[config.mk]
export PLATFORM = sky130hd
export DESIGN_NAME = pdfd_sym_fifo
export DESIGN_NICKNAME = d
export VERILOG_FILES = /design/src/rtl/pdfd_pkg.sv /design/src/rtl/pdfd_sym_fifo_mem.sv /design/src/rtl/pdfd_sym_fifo.sv
export SDC_FILE = /design/constraint.sdc
export NUM_CORES = 1
export LEC_CHECK = 0
export ABC_AREA = 1
export CAP_MARGIN = 20
export CORE_UTILIZATION = 47
export DETAILED_ROUTE_END_ITERATION = 8
export PLACE_DENSITY = 0.71
export SLEW_MARGIN = 25
export SYNTH_ARGS = -nofsm -noshare
export SYNTH_HDL_FRONTEND = slang
export SYNTH_HIERARCHICAL = 1
export SYNTH_SLANG_ARGS = --single-unit
[constraint.sdc]
create_clock -name clock -period 1.7 [get_ports clock]
set_input_delay 0.17 -clock clock [delete_from_list [all_inputs] [get_ports clock]]
set_output_delay 0.17 -clock clock [all_outputs]
set_load 0.03 [all_outputs]
[src/rtl/pdfd_pkg.sv]
// Shared PAM5 symbol types and helpers for the LaPDFD output path.
package pdfd_pkg;

    typedef logic signed [2:0] pam5_sym_t;
    typedef pam5_sym_t [3:0]   pam5_word_t;

    localparam int          PAM5_MIN  = -2;
    localparam int          PAM5_MAX  = 2;
    localparam int unsigned NUM_LANES = 4;

    // True when every lane holds a legal PAM5 level (-2..+2).
    function automatic logic pam5_word_valid(input pam5_word_t w);
        logic      ok;
        pam5_sym_t s;
        ok = 1'b1;
        for (int unsigned i = 0; i < NUM_LANES; i++) begin
            s = w[i];
            if (int'(s) < PAM5_MIN || int'(s) > PAM5_MAX) begin
                ok = 1'b0;
            end
        end
        return ok;
    endfunction

endpackage

[src/rtl/pdfd_sym_fifo_mem.sv]
// DEPTH x 12 register array: one synchronous write port, one asynchronous read port.
module pdfd_sym_fifo_mem #(
    parameter int DEPTH = 8,
    localparam int AW   = $clog2(DEPTH)
) (
    input  logic          clock,
    input  logic          wr_en,
    input  logic [AW-1:0] wr_addr,
    input  logic [11:0]   wr_data,
    input  logic [AW-1:0] rd_addr,
    output logic [11:0]   rd_data
);

    logic [11:0] mem_q [DEPTH];

    always_ff @(posedge clock) begin
        if (wr_en) begin
            mem_q[wr_addr] <= wr_data;
        end
    end

    assign rd_data = mem_q[rd_addr];

endmodule

[src/rtl/pdfd_sym_fifo.sv]
// Elastic buffer after the LaPDFD decoder with sticky overflow flag.
// Optional invalid-symbol word counter enabled by macro PDFD_SYM_ERRCNT_EN.
module pdfd_sym_fifo
    import pdfd_pkg::*;
#(
    parameter int DEPTH = 8,
    localparam int CW   = $clog2(DEPTH + 1)
) (
    input  logic          clock,
    input  logic          reset,
    input  logic [11:0]   io_rxData,
    input  logic          io_rxValid,
    input  logic          io_flush,
    output logic [11:0]   io_deqData,
    output logic          io_deqValid,
    input  logic          io_deqReady,
    output logic [CW-1:0] io_count,
    output logic          io_overflow,
    input  logic          io_clearOverflow,
    output logic [15:0]   io_errCount
);

    localparam int AW = $clog2(DEPTH);

    logic [AW-1:0] wr_ptr_q, wr_ptr_d;
    logic [AW-1:0] rd_ptr_q, rd_ptr_d;
    logic [CW-1:0] count_q, count_d;
    logic          overflow_q, overflow_d;
    logic          full, non_empty, deq, wr_en, ovf_event;
    logic [11:0]   rd_data;

    always_comb begin
        non_empty = (count_q != '0);
        full      = (count_q == CW'(DEPTH));
        deq       = non_empty & io_deqReady;
        // A full FIFO still accepts a word when the head leaves in the same cycle.
        wr_en     = io_rxValid & (~full | deq) & ~io_flush;
        ovf_event = io_rxValid & full & ~deq & ~io_flush;

        wr_ptr_d   = wr_ptr_q;
        rd_ptr_d   = rd_ptr_q;
        count_d    = count_q;
        overflow_d = ovf_event | (overflow_q & ~io_clearOverflow);

        if (io_flush) begin
            wr_ptr_d = '0;
            rd_ptr_d = '0;
            count_d  = '0;
        end else begin
            if (wr_en) begin
                wr_ptr_d = wr_ptr_q + AW'(1);
            end
            if (deq) begin
                rd_ptr_d = rd_ptr_q + AW'(1);
            end
            if (wr_en && !deq) begin
                count_d = count_q + CW'(1);
            end else if (!wr_en && deq) begin
                count_d = count_q - CW'(1);
            end
        end
    end

    always_ff @(posedge clock) begin
        if (reset) begin
            wr_ptr_q   <= '0;
            rd_ptr_q   <= '0;
            count_q    <= '0;
            overflow_q <= 1'b0;
        end else begin
            wr_ptr_q   <= wr_ptr_d;
            rd_ptr_q   <= rd_ptr_d;
            count_q    <= count_d;
            overflow_q <= overflow_d;
        end
    end

    pdfd_sym_fifo_mem #(
        .DEPTH (DEPTH)
    ) u_mem (
        .clock   (clock),
        .wr_en   (wr_en),
        .wr_addr (wr_ptr_q),
        .wr_data (io_rxData),
        .rd_addr (rd_ptr_q),
        .rd_data (rd_data)
    );

    assign io_deqValid = non_empty;
    assign io_deqData  = non_empty ? rd_data : '0;
    assign io_count    = count_q;
    assign io_overflow = overflow_q;

`ifdef PDFD_SYM_ERRCNT_EN
    logic [15:0] err_cnt_q, err_cnt_d;

    // Counted on arrival, so dropped words are still included.
    always_comb begin
        err_cnt_d = err_cnt_q;
        if (io_flush) begin
            err_cnt_d = '0;
        end else if (io_rxValid && !pam5_word_valid(pam5_word_t'(io_rxData))
                     && err_cnt_q != '1) begin
            err_cnt_d = err_cnt_q + 16'd1;
        end
    end

    always_ff @(posedge clock) begin
        if (reset) begin
            err_cnt_q <= '0;
        end else begin
            err_cnt_q <= err_cnt_d;
        end
    end

    assign io_errCount = err_cnt_q;
`else
    assign io_errCount = '0;
`endif

endmodule

==> summary by stage, run 1 <==
STA
In the finished design, the share of the clock period the worst path needs comes to 105.8%. Setup violations remaining at the end of the flow were counted as 13. The max-slew violation total from the final report was 0. The highest attainable clock frequency is around 560 MHz.

The number of hold-slack violations in the final timing report is 0. The final critical-path required period is about 1800 ps. The worst hold slack across all endpoints is approximately 400 ps. In the post-route analysis, the smallest setup slack over all paths is -99.41 ps.

Setup repair after global routing could not meet its margin everywhere. For the final database, setup skew stands at around 10 ps.

Yosys
The share of Yosys cell area claimed by the top area cell type is 56.44%. The post-synthesis cell type with the largest combined area is edfxtp_1. The synthesis warning total is 6.

The sequential element share of the synthesized area is 60.75%. The post-synthesis instance area is roughly 5100 µm². After synthesis the netlist holds a flip-flop and latch count of ~110. The number of instances in the synthesized netlist is ~560. The average instance in the mapped netlist occupies about 9 µm². Synthesis instantiated 27 different standard cells from the library. In the post-synthesis netlist, the biggest area contributors are edfxtp_1 (56%), nand2_1 (13%), inv_1 (6.8%), nand3_1 (4.8%), dfxtp_1 (4.3%).

Route
The count of vias placed by the detailed router is between 3000 and 4000. The pre-antenna-repair detailed-routing pass consisted of 4 iterations. In the routed design, unresolved DRC markers number 0.

The number of nets with antenna violations after routing is 0. Dividing the detail-routed via count by the number of cells gives about 4.7. Wires add up to 10290 µm.

After detailed routing, the average wire length per cell comes to between 10 and 15 µm. The count of routing violations after the opening detailed-route iteration is around 190.

Critical path
The type of the setup path with the least slack is flip-flop to primary output. The worst register-to-register path begins at io_count[0]$_SDFFE_PP0P_. The slack of the worst reg-to-reg path is -80 ps.

The number of cells on the worst reg-to-reg path is 13. By instance count, the cell type seen most on the critical path is nand2_1. The slowest stage of the critical path is the dfxtp_4 cell. Data on the critical path is required at its endpoint by about 1500 ps. The reg-to-reg endpoint is io_count[3]$_SDFFE_PP0P_. The nature of the critical path endpoint is a primary output. The launching element of the worst setup path is rd_ptr_q[0]$_SDFFE_PP0P_. STA puts the critical path data arrival time at between 1500 and 2000 ps.

The most critical setup path has its endpoint at io_deqData[2]. The signal on the critical path passes through inv_8 > clkbuf_16 > nand2_2 > nand3_1 > nand2_1 > nand2_1 > nand2_1 > inv_1 > nor2_1 > buf_4. On the worst path, the slowest cell contributes a delay of 410 ps. The critical path startpoint category is a flip-flop. In this run the worst path has a maximum fanout of 12.

Die
The die extent in x is around 110 µm. The I/O pin count is 52. The core outline area is 10420 µm².

The initial cell density of the core is between 40% and 50%. The area enclosed by the die boundary is 11290 µm². The floorplan die height is 106.2 µm.

After floorplanning, the core was divided into 37 placement rows.

Global routing
The number of antenna violations at the first check in global routing is 0. Entering global routing, the biggest net connects 27 pins. The first-pass GRT wire length is roughly 16000 µm.

The total global routing track utilization is between 10% and 20%. The number of global-route vias before repair came to 3349. The overflow left after global routing is 0.

Pwr
Across the VDD grid, the largest voltage drop is 0.4660 mV. Summed over all cells, the static leakage comes to 2.814 nW. The total power per unit cell area is ~850 nW/µm².

Status
The run finished, with violations left. The final reports fail on setup timing.

Clock tree
The TritonCTS sink count is around 110. The clock tree from TritonCTS is built. Clock tree synthesis inserted a total of 9 buffers. The root cell of the clock tree is clkbuf_8. In this run the deepest clock path goes through 2 buffers.

After clock tree synthesis, the clock-pin slew on the worst setup and hold paths is approximately 100 ps. The number of H-tree levels is 3. The clock latency at the later pin of the worst-skew pair is around 370 ps.

Place
In this run, placement finished with an instance count of ~750. Buffers placed on the I/O ports in this run total 35. The worst slack at placement is -319.9 ps. Routability-driven placement finished with a final weighted congestion of between 0.7 and 0.8. The post-detailed-placement half-perimeter wirelength is between 6000 and 7000 µm. After detailed placement, the total cell area comes to slightly below 6000 µm².

Finish
The post-route standard cell area excluding fillers is slightly above 6000 µm². The filler-free cell count of the finished design is about 770. The layout overhead on the synthesized area is 20.28%. The final net count is roughly 650.

The share of the core filled with cells in the final layout is 58.98%. The repair_antennas step left the layout with diodes totalling 0. Cells with a size suffix above 1 make up between 10% and 20% of the layout.

Run
The number of max-capacitance violations reported is 0.

Min path
The min-delay analysis places its worst path in the category primary input to flip-flop. The worst hold path begins at reset.
==> critical path, delay by kind of cell, from the launching register on <==
kind	cells	cell delay [ps]
flops	1	410
simple gates	6	400
buf+inv	4	440
==> Yosys cell counts <==
master / n
nand3_2: 1
edfxtp_1: 96
buf_4: 20
xor2_1: 3
inv_2: 16
a21oi_2: 1
nand2_2: 2
clkbuf_1: 3
nor2_4: 3
nand3_1: 49
dfxtp_1: 11
o21ai_1: 1
nand2_1: 180
a21oi_1: 7
clkinv_1: 19
buf_2: 10
nand3_4: 1
nand4_1: 1
nand2_4: 1
nor2_1: 28
buf_6: 1
o21ai_0: 4
conb_1: 1
fa_1: 1
ha_1: 5
inv_1: 92
or2_1: 1
==> metrics by stage <==
step	TNS [ps]	power (mW)
6_report	-1059	5.203
3_5_place_dp	-19740	3.801
5_1_grt	-2683	5.454
4_1_cts	-1324	5.200
2_1_floorplan	-12210	3.528
3_3_place_gp	-15460	3.786
==> cell type report <==
type / instances / area, µm²
clock buffers: 9 / 123.9
clock inverters: 7 / 51.30
multi-input cells: 305 / 1434
flip-flops and latches: 107 / 3123
fillers: 866 / 4273
inverters: 127 / 500.5
repair buffers: 77 / 740.7
well taps: 136 / 170.2
==> repair_timing <==
item | in CTS | in global routing
buffers inserted | 1 | 2
pin swaps | 2 | 12
gates resized for setup | 18 | 29
hold buffers | 0 | 0
endpoints found under the hold margin | 0 | 0
gates cloned | 0 | 2
setup endpoints to repair | 16 | 83
==> logic make-up after synthesis <==
| group | count (synthesis) | share of synthesized area (%) |
|---|---|---|
| AOI/OAI and AO/OA | 13 | 1.347 |
| xor gates and xnor gates | 3 | 0.5145 |
| adders and majority gates | 6 | 1.617 |
| buffers and inverters | 161 | 13.69 |
| DFF | 107 | 60.75 |
| other | 1 | 0.07342 |
| and+or+nand+nor | 267 | 22.00 |
==> cell usage in the layout, fill, tap and decap left out, types with 3 or more instances in the layout <==
cell type and count:
a21oi_1 7, buf_12 3, buf_4 43, buf_6 4, clkbuf_8 9, clkdlybuf4s50_1 18
clkinv_1 21, clkinvlp_4 3, conb_1 16, dfxtp_1 5, dfxtp_4 5, edfxtp_1 96
ha_1 3, inv_1 90, inv_2 12, inv_4 3, nand2_1 171, nand2_2 11
nand3_1 47, nand3_2 3, nor2_1 23, nor2_2 5, nor2_4 3, o21ai_0 3
xor2_1 3
==> power breakdown <==
group | total [mW] | switching (mW) | internal, mW
clock | 1.40 | 0.864 | 0.541
combinational | 0.886 | 0.553 | 0.333
sequential | 2.91 | 0.0206 | 2.89
total | 5.20 | 1.44 | 3.77
==> registers in the layout, indices dropped and copies added, names as in the netlist <==
register,count
io_overflow,1
wr_ptr_q,3
rd_ptr_q,3
u_mem/mem_q,96
io_count,4
==> layer usage <==
metal	vias up	routed length, µm	share of wire, %	global-route usage, %
met4	0	179	1.7	6.647
met2	80	5182	50	32.05
met3	16	433	4.2	4.660
li1	1818	-	-	-
met1	1683	4499	44	24.14
met5	-	0	0	0
==> worst min-delay path by stage <==
stage	endpoint	depth (start not counted)	slack, ps
after floorplan	io_overflow$_SDFF_PP0_	1	240
after global placement	io_overflow$_SDFF_PP0_	2	450
after detailed placement	io_overflow$_SDFF_PP0_	2	470
after CTS	io_overflow$_SDFF_PP0_	2	400
after global routing	io_overflow$_SDFF_PP0_	2	410
final	io_overflow$_SDFF_PP0_	2	410
Note: power is estimated with default switching activity, not from simulation.
==> run 2, diff against run 1 <==
- PLACE_DENSITY: 0.71 -> 0.68
- SLEW_MARGIN: 25 -> 5
- clock period: 1.7 -> 2.3 ns (I/O delays scaled with it)
==> run 2 against run 1 <==
Compared with the run above: combinational power shrank 37%; die area is the same; worst setup slack gained 300 ps; core utilization shrank 3.3 points; register-to-register slack gained 350 ps; highest routed layer unchanged; the run now ends clean.
==> summary by stage, run 2 (synthesis gave the netlist of run 1 again) <==
Place
The number of port buffers is 35. The post-detailed-placement half-perimeter wirelength is between 6000 and 7000 µm. The final weighted congestion in routability-driven placement is just under 0.8. The post-place instance area is between 5000 and 6000 µm².

Clock tree
In this run, post-CTS hold repair placed 0 buffers. For the worst-skew pair, the clock arrives at the later sink with an insertion delay of between 300 and 400 ps. Post-CTS repair changed the size of 0 cells. The H-tree was split into 3 levels. The number of buffers on the longest clock path is 2. The TritonCTS sink count is 107. TritonCTS built the clock tree. The cell sitting at the root of the clock tree is a clkbuf_8.

The number of buffers inserted during clock tree synthesis is 9. Clock-pin slew was measured on the worst setup and hold paths at 90 ps. The number of buffers inserted by post-CTS setup repair is 0.

Finish
The repair_antennas step left the layout with diodes totalling 0. The register with the most flip-flops in the layout has 96 of them. The final net count is 626. The share of the core filled with cells in the final layout is 55.70%. u_mem/mem_q holds more flip-flops than any other register. In the final layout, the share of cells above drive strength 1 is approximately 12%. The most common cell after layout, fill and taps aside is nand2_1.

In the layout the commonest cells are nand2_1 (180), edfxtp_1 (96), inv_1 (92), nand3_1 (49), nor2_1 (28). With fillers left out, the area of the finished cells amounts to between 5000 and 6000 µm². The layout overhead on the synthesized area is 13.60%.

Die
The initial cell density of the core is ~50%. The core region is approximately 10000 µm². The floorplan die height is between 100 and 150 µm.

The area enclosed by the die boundary is between 10000 and 15000 µm². For this design the top-level I/O count stands at 52. In this run the horizontal extent of the chip is ~110 µm.

Row generation in the floorplan step produced 37 rows.

STA
The highest attainable clock frequency is roughly 480 MHz. The actual transition at the worst max-transition pin is 588.9 ps. Setup repair after global routing left no endpoint under its margin. On the final layout, the worst hold slack is around 470 ps.

The number of hold-slack violations in the final timing report was 0. The setup clock skew after layout is approximately 16 ps. The setup-violating endpoint count in the final report is 0. The final cycle utilization of the critical path is slightly above 90%. The total negative slack is 0 ps.

Subtracting the final worst setup slack from the clock period gives 2095 ps. The worst pin sits at a relative slew slack of 60.70%. The max-slew violation total from the final report is 0.

Critical path
The peak per-stage delay on the critical path is roughly 400 ps. STA puts the critical path data required time at 2070 ps. The slack of the worst reg-to-reg path is 270 ps.

The signal on the critical path passes through buf_6 > nand2_1 > nand3_1 > nand2_1 > nand2_1 > nand2_1 > inv_1 > nor2_1 > buf_4. The critical path startpoint category is a flip-flop. The largest fanout on the critical path is 50. The type of the setup path with the least slack is flip-flop to primary output. The data arrival time at the worst-slack endpoint is 1860 ps.

The count of cells along the worst register-to-register path is 13. The worst setup path is captured at a primary output. The cell with the most instances on the worst path is nand2_1. The largest individual stage delay along the critical path comes from the cell dfxtp_1.

Route
Dividing the detail-routed wire length by the instance count gives ~14 µm. The count of vias placed by the detailed router is 3505. Summed over all layers, the routed wires come to 10180 µm. The first detailed-routing pass took 6 iterations. In this run the remaining antenna-violating nets after routing total 0. The count of routing violations after the opening detailed-route iteration is approximately 130. In the routed design, unresolved DRC markers number 0. The detailed-route vias per instance is ~4.7.

Status
The run finished with clean final reports.

Pwr
The share of power burned in combinational logic is ~14%. The leakage power is ~2.6 nW. Net switching is between 20% and 30% of the power. The power share of the clock group is a little under a third. VDD sags by at most approximately 0.33 mV. The analysis attributes to net switching a power of 1.008 mW.

Registers are responsible for between 50% and 60% of the overall power. Power spread over the standard cell area amounts to 680.5 nW/µm². The internal power of the cells totals slightly below 3 mW.

Global routing
The number of antenna violations at the first check in global routing came to 0. For this run the aggregate overflow at the end of global routing stands at 0. The first global-routing pass estimated approximately 16000 µm of wire. Global routing consumed, over all layers together, about 20% of the routing resources. The pin count of the biggest net entering global routing is 51. The number of global-route vias before repair came to 3518.

Min path
The worst min-delay path class is flip-flop to flip-flop. Counting instances, the worst hold path has a depth of 2.

Run
The number of max-capacitance violations reported is 0.
==> run 2: path summary, 6_finish.rpt <==
check	start	to
hold / removal	io_overflow$_SDFF_PP0_	io_overflow$_SDFF_PP0_
setup reg to reg	io_count[0]$_SDFFE_PP0P_	io_count[3]$_SDFFE_PP0P_
setup / recovery	rd_ptr_q[0]$_SDFFE_PP0P_	io_deqData[4]
hold reg to reg	io_overflow$_SDFF_PP0_	io_overflow$_SDFF_PP0_
==> run 2: power groups by stage <==
stage          logic, mW  clock network [mW]  registers [mW]
4_1_cts            0.565                1.26            2.15
3_5_place_dp       0.563                   0            2.20
3_3_place_gp       0.553                   0            2.20
5_1_grt            0.622                1.33            2.16
2_1_floorplan      0.386                   0            2.21
6_report           0.561                1.23            2.15
==> run 2: stage by stage <==
stage                     setup WS [ps]  total power, mW  std cells
after floorplan                   206.5            2.595        573
after global placement            105.2            2.751        727
after detailed placement          41.27            2.762        727
after CTS                         4.563            3.984        743
after global routing              75.65            4.111        743
final                             205.3            3.948        743
==> run 2: cell type report <==
| class | instances | area, µm² |
|---|---|---|
| clock buffers | 9 | 123.9 |
| clock inverters | 7 | 100.1 |
| fillers | 882 | 4614 |
| inverters | 127 | 479.2 |
| multi-input cells | 305 | 1361 |
| flip-flops and latches | 107 | 3103 |
| well taps | 136 | 170.2 |
| repair buffers | 52 | 464.2 |
==> run 2: worst max-delay path, delay by kind of cell, from the launching register on <==
kind                   cells  cell delay (ps)
buffers and inverters      3              610
DFF                        1              400
and+or+nand+nor            6              480
==> run 2: routing by layer <==
layer / wire length, µm / track usage, % / up-vias / share of wire, %
met3: 636 / 4.169 / 16 / 6.2
met5: 0 / 0 / - / 0
li1: - / - / 1761 / -
met2: 5141 / 34.65 / 110 / 50
met1: 4197 / 21.77 / 1618 / 41
met4: 208 / 10.22 / 0 / 2.0
==> run 3, diff against run 2 <==
- CELL_PAD_IN_SITES_DETAIL_PLACEMENT: not set -> 1
- CELL_PAD_IN_SITES_GLOBAL_PLACEMENT: not set -> 2
- CORE_UTILIZATION: 47 -> 38
- PLACE_DENSITY: 0.68 -> 0.84
- SLEW_MARGIN: 5 -> 20
==> run 3 against run 2 <==
Compared with the run above: clock-buffer cell count up 1; global-route usage down 0.10 points; largest cell class unchanged; via count up 3.0%.
==> summary by stage, run 3 (synthesis gave the netlist of run 1 again) <==
STA
Between clock sinks in the finished design, the worst skew comes to ~8.3 ps. Measured against its own limit, the worst slew margin works out to between 60% and 70%. The actual transition at the worst max-transition pin is just under 600 ps. The worst path uses approximately nine tenths of the clock period. Setup repair after global routing left no endpoint under its margin. Setup violations remaining at the end of the flow were counted as 0. The worst path needs approximately 2100 ps of the cycle, external delays included. Summed over all failing endpoints, the final setup total negative slack is 0 ps. The number of hold-slack violations in the final timing report was 0. The max-slew violation total from the final report is 0.

The highest attainable clock frequency is 473.8 MHz.

Finish
The register with the most flip-flops in the layout has 96 of them. The layout overhead on the synthesized area is 16.17%. u_mem/mem_q holds more flip-flops than any other register. The final net count is roughly 630. In the layout the commonest cells are nand2_1 (180), edfxtp_1 (96), inv_1 (92), nand3_1 (49), buf_4 (29). After routing the design area is roughly 5900 µm². 0 antenna diodes ended up in the layout. The ratio of cells with drive above 1 in the final layout is 11.66%.

The most common cell after layout, fill and taps aside is nand2_1.

Critical path
The required time reported for the critical path endpoint is approximately 2100 ps. Measured in cells, the most critical reg-to-reg path has a length of 13. The reg-to-reg endpoint is io_count[3]$_SDFFE_PP0P_. Data on the critical path arrives at its endpoint at 1880 ps.

STA classifies the critical path endpoint as a primary output. In this run the worst path has a maximum fanout of 50. STA classifies the critical path startpoint as a flip-flop. The worst register-to-register path has a setup slack of between 200 and 300 ps.

The type of the setup path with the least slack is flip-flop to primary output. The startpoint of the worst register-to-register path is io_count[0]$_SDFFE_PP0P_.

Clock tree
The number of buffers added to fix hold violations after cts is 0. The number of buffers inserted during clock tree synthesis is 9. TritonCTS built the clock tree. The clock net in this run drives a total of ~110 sinks. In this run the post-CTS setup repair buffer count came out at 0. The root cell of the clock tree is clkbuf_16. The clock-pin slew of the registers on the worst-case setup and hold paths is ~70 ps. The clock passes through at most 2 buffers.

The clock latency at the later pin of the worst-skew pair is about 360 ps. The clock tree synthesis step divided the H-tree into 3 levels.

Route
The average wire per cell in the routed design is 16.09 µm. The first TritonRoute pass finished after 4 iterations. The number of nets with antenna violations after routing is 0. The overall routed net length is 12570 µm. The count of vias placed by the detailed router is between 3000 and 4000. The first routing iteration left about 140 violations. For this run, design rule violations remaining after detail routing come to 0.

The detailed-route vias per instance is 4.622.

Global routing
Entering global routing, the biggest net connects 51 pins. The first-pass GRT wire length is between 20000 and 25000 µm. In the global route stage, overall resource usage came out at about a fifth. The number of antenna violations at the first check in global routing was 0.

The number of global-route vias before repair was ~3800. Summed over all layers, the global routing overflow is 0.

Die
The floorplan step set the die width to between 100 and 150 µm. The floorplan die height is around 120 µm. The area enclosed by the die boundary is 13910 µm². For this design the top-level I/O count stands at 52. The initialized floorplan defines a little over 40 standard-cell rows. The core outline area is between 10000 and 15000 µm². For this configuration, the core starts out at a cell density of between 30% and 40%.

Min path
The startpoint identified for the worst hold timing path is io_overflow$_SDFF_PP0_. The worst min-delay path class is flip-flop to flip-flop. The hold-critical path endpoint is io_overflow$_SDFF_PP0_. Along the worst hold path, the cell count comes to 2.

Place
Once placement finished, the instance area stood at between 5000 and 6000 µm². At the end of routability-driven placement, the weighted congestion stood at ~0.73. The wire-length estimate of the detail-placed layout is 8031 µm.

The number of port buffers is 35.

Run
The number of max-capacitance violations reported is 0.

Pwr
The completed layout was analyzed and its total power is ~4.3 mW. Across the VDD grid, the largest voltage drop is between 0.3 and 0.4 mV. The total power per unit cell area is between 700 and 800 nW/µm². The leakage power is roughly 2.7 nW.

Status
The run finished with clean final reports.
-- run 3: worst max path at each step --
stage	startpoint	to	slack [ps]	cells past startpoint
2_1_floorplan	io_count[2]$_SDFFE_PP0P_	io_count[3]$_SDFFE_PP0P_	210	12
3_3_place_gp	io_deqReady	io_count[3]$_SDFFE_PP0P_	90	14
3_5_place_dp	io_deqReady	io_count[3]$_SDFFE_PP0P_	30	14
4_1_cts	rd_ptr_q[0]$_SDFFE_PP0P_	io_deqData[2]	5	9
5_1_grt	rd_ptr_q[0]$_SDFFE_PP0P_	io_deqData[2]	10	9
6_report	rd_ptr_q[0]$_SDFFE_PP0P_	io_deqData[2]	190	9
-- run 3: power breakdown --
| part | internal [mW] | total, mW | switching [mW] |
|---|---|---|---|
| combinational | 0.186 | 0.582 | 0.396 |
| clock | 0.845 | 1.56 | 0.711 |
| sequential | 2.14 | 2.16 | 0.0178 |
-- run 3: timing repair --
action,CTS,global route
endpoints found under the setup margin,10,11
pin swaps,0,0
resized for setup,1,1
hold endpoints to repair,0,0
-- run 3: through the flow --
| step | util [%] | hold WS, ps | instances | worst slack, ps |
|---|---|---|---|---|
| finish | 46.08 | 486.2 | 781 | 189.4 |
| global route | 46.08 | 499.5 | 781 | 12.67 |
| CTS | 46.05 | 487.4 | 781 | 4.840 |
| detailed placement | 43.74 | 475.9 | 765 | 34.71 |
| global placement | 43.74 | 454.0 | 765 | 93.58 |
| floorplan | - | 299.1 | 573 | 206.5 |
-- run 3: area by class of cell --
cell class | count | area [µm²]
flip-flops and latches | 107 | 3103
inverters | 127 | 479.2
clock inverters | 6 | 66.31
repair buffers | 54 | 479.2
well taps | 172 | 215.2
clock buffers | 10 | 229.0
fillers | 1497 | 6943
multi-input cells | 305 | 1361
-- run 3: per-layer routing --
metal / vias up / GRT usage [%] / wire length (µm) / part of all wire (%)
met3: 13 / 4.215 / 391 / 3.1
met5: - / 0 / 0 / 0
li1: 1770 / - / - / -
met2: 56 / 34.63 / 6473 / 51
met1: 1771 / 22.69 / 5499 / 44
met4: 0 / 6.891 / 205 / 1.6
-- run 3: critical path, cell delays in order, from the launching register on --
cell,delay (ps)
dfxtp_1,400
buf_6,390
nand2_1,130
nand3_1,110
nand2_1,70
nand2_1,70
nand2_1,90
inv_1,60
nor2_1,40
buf_4,180
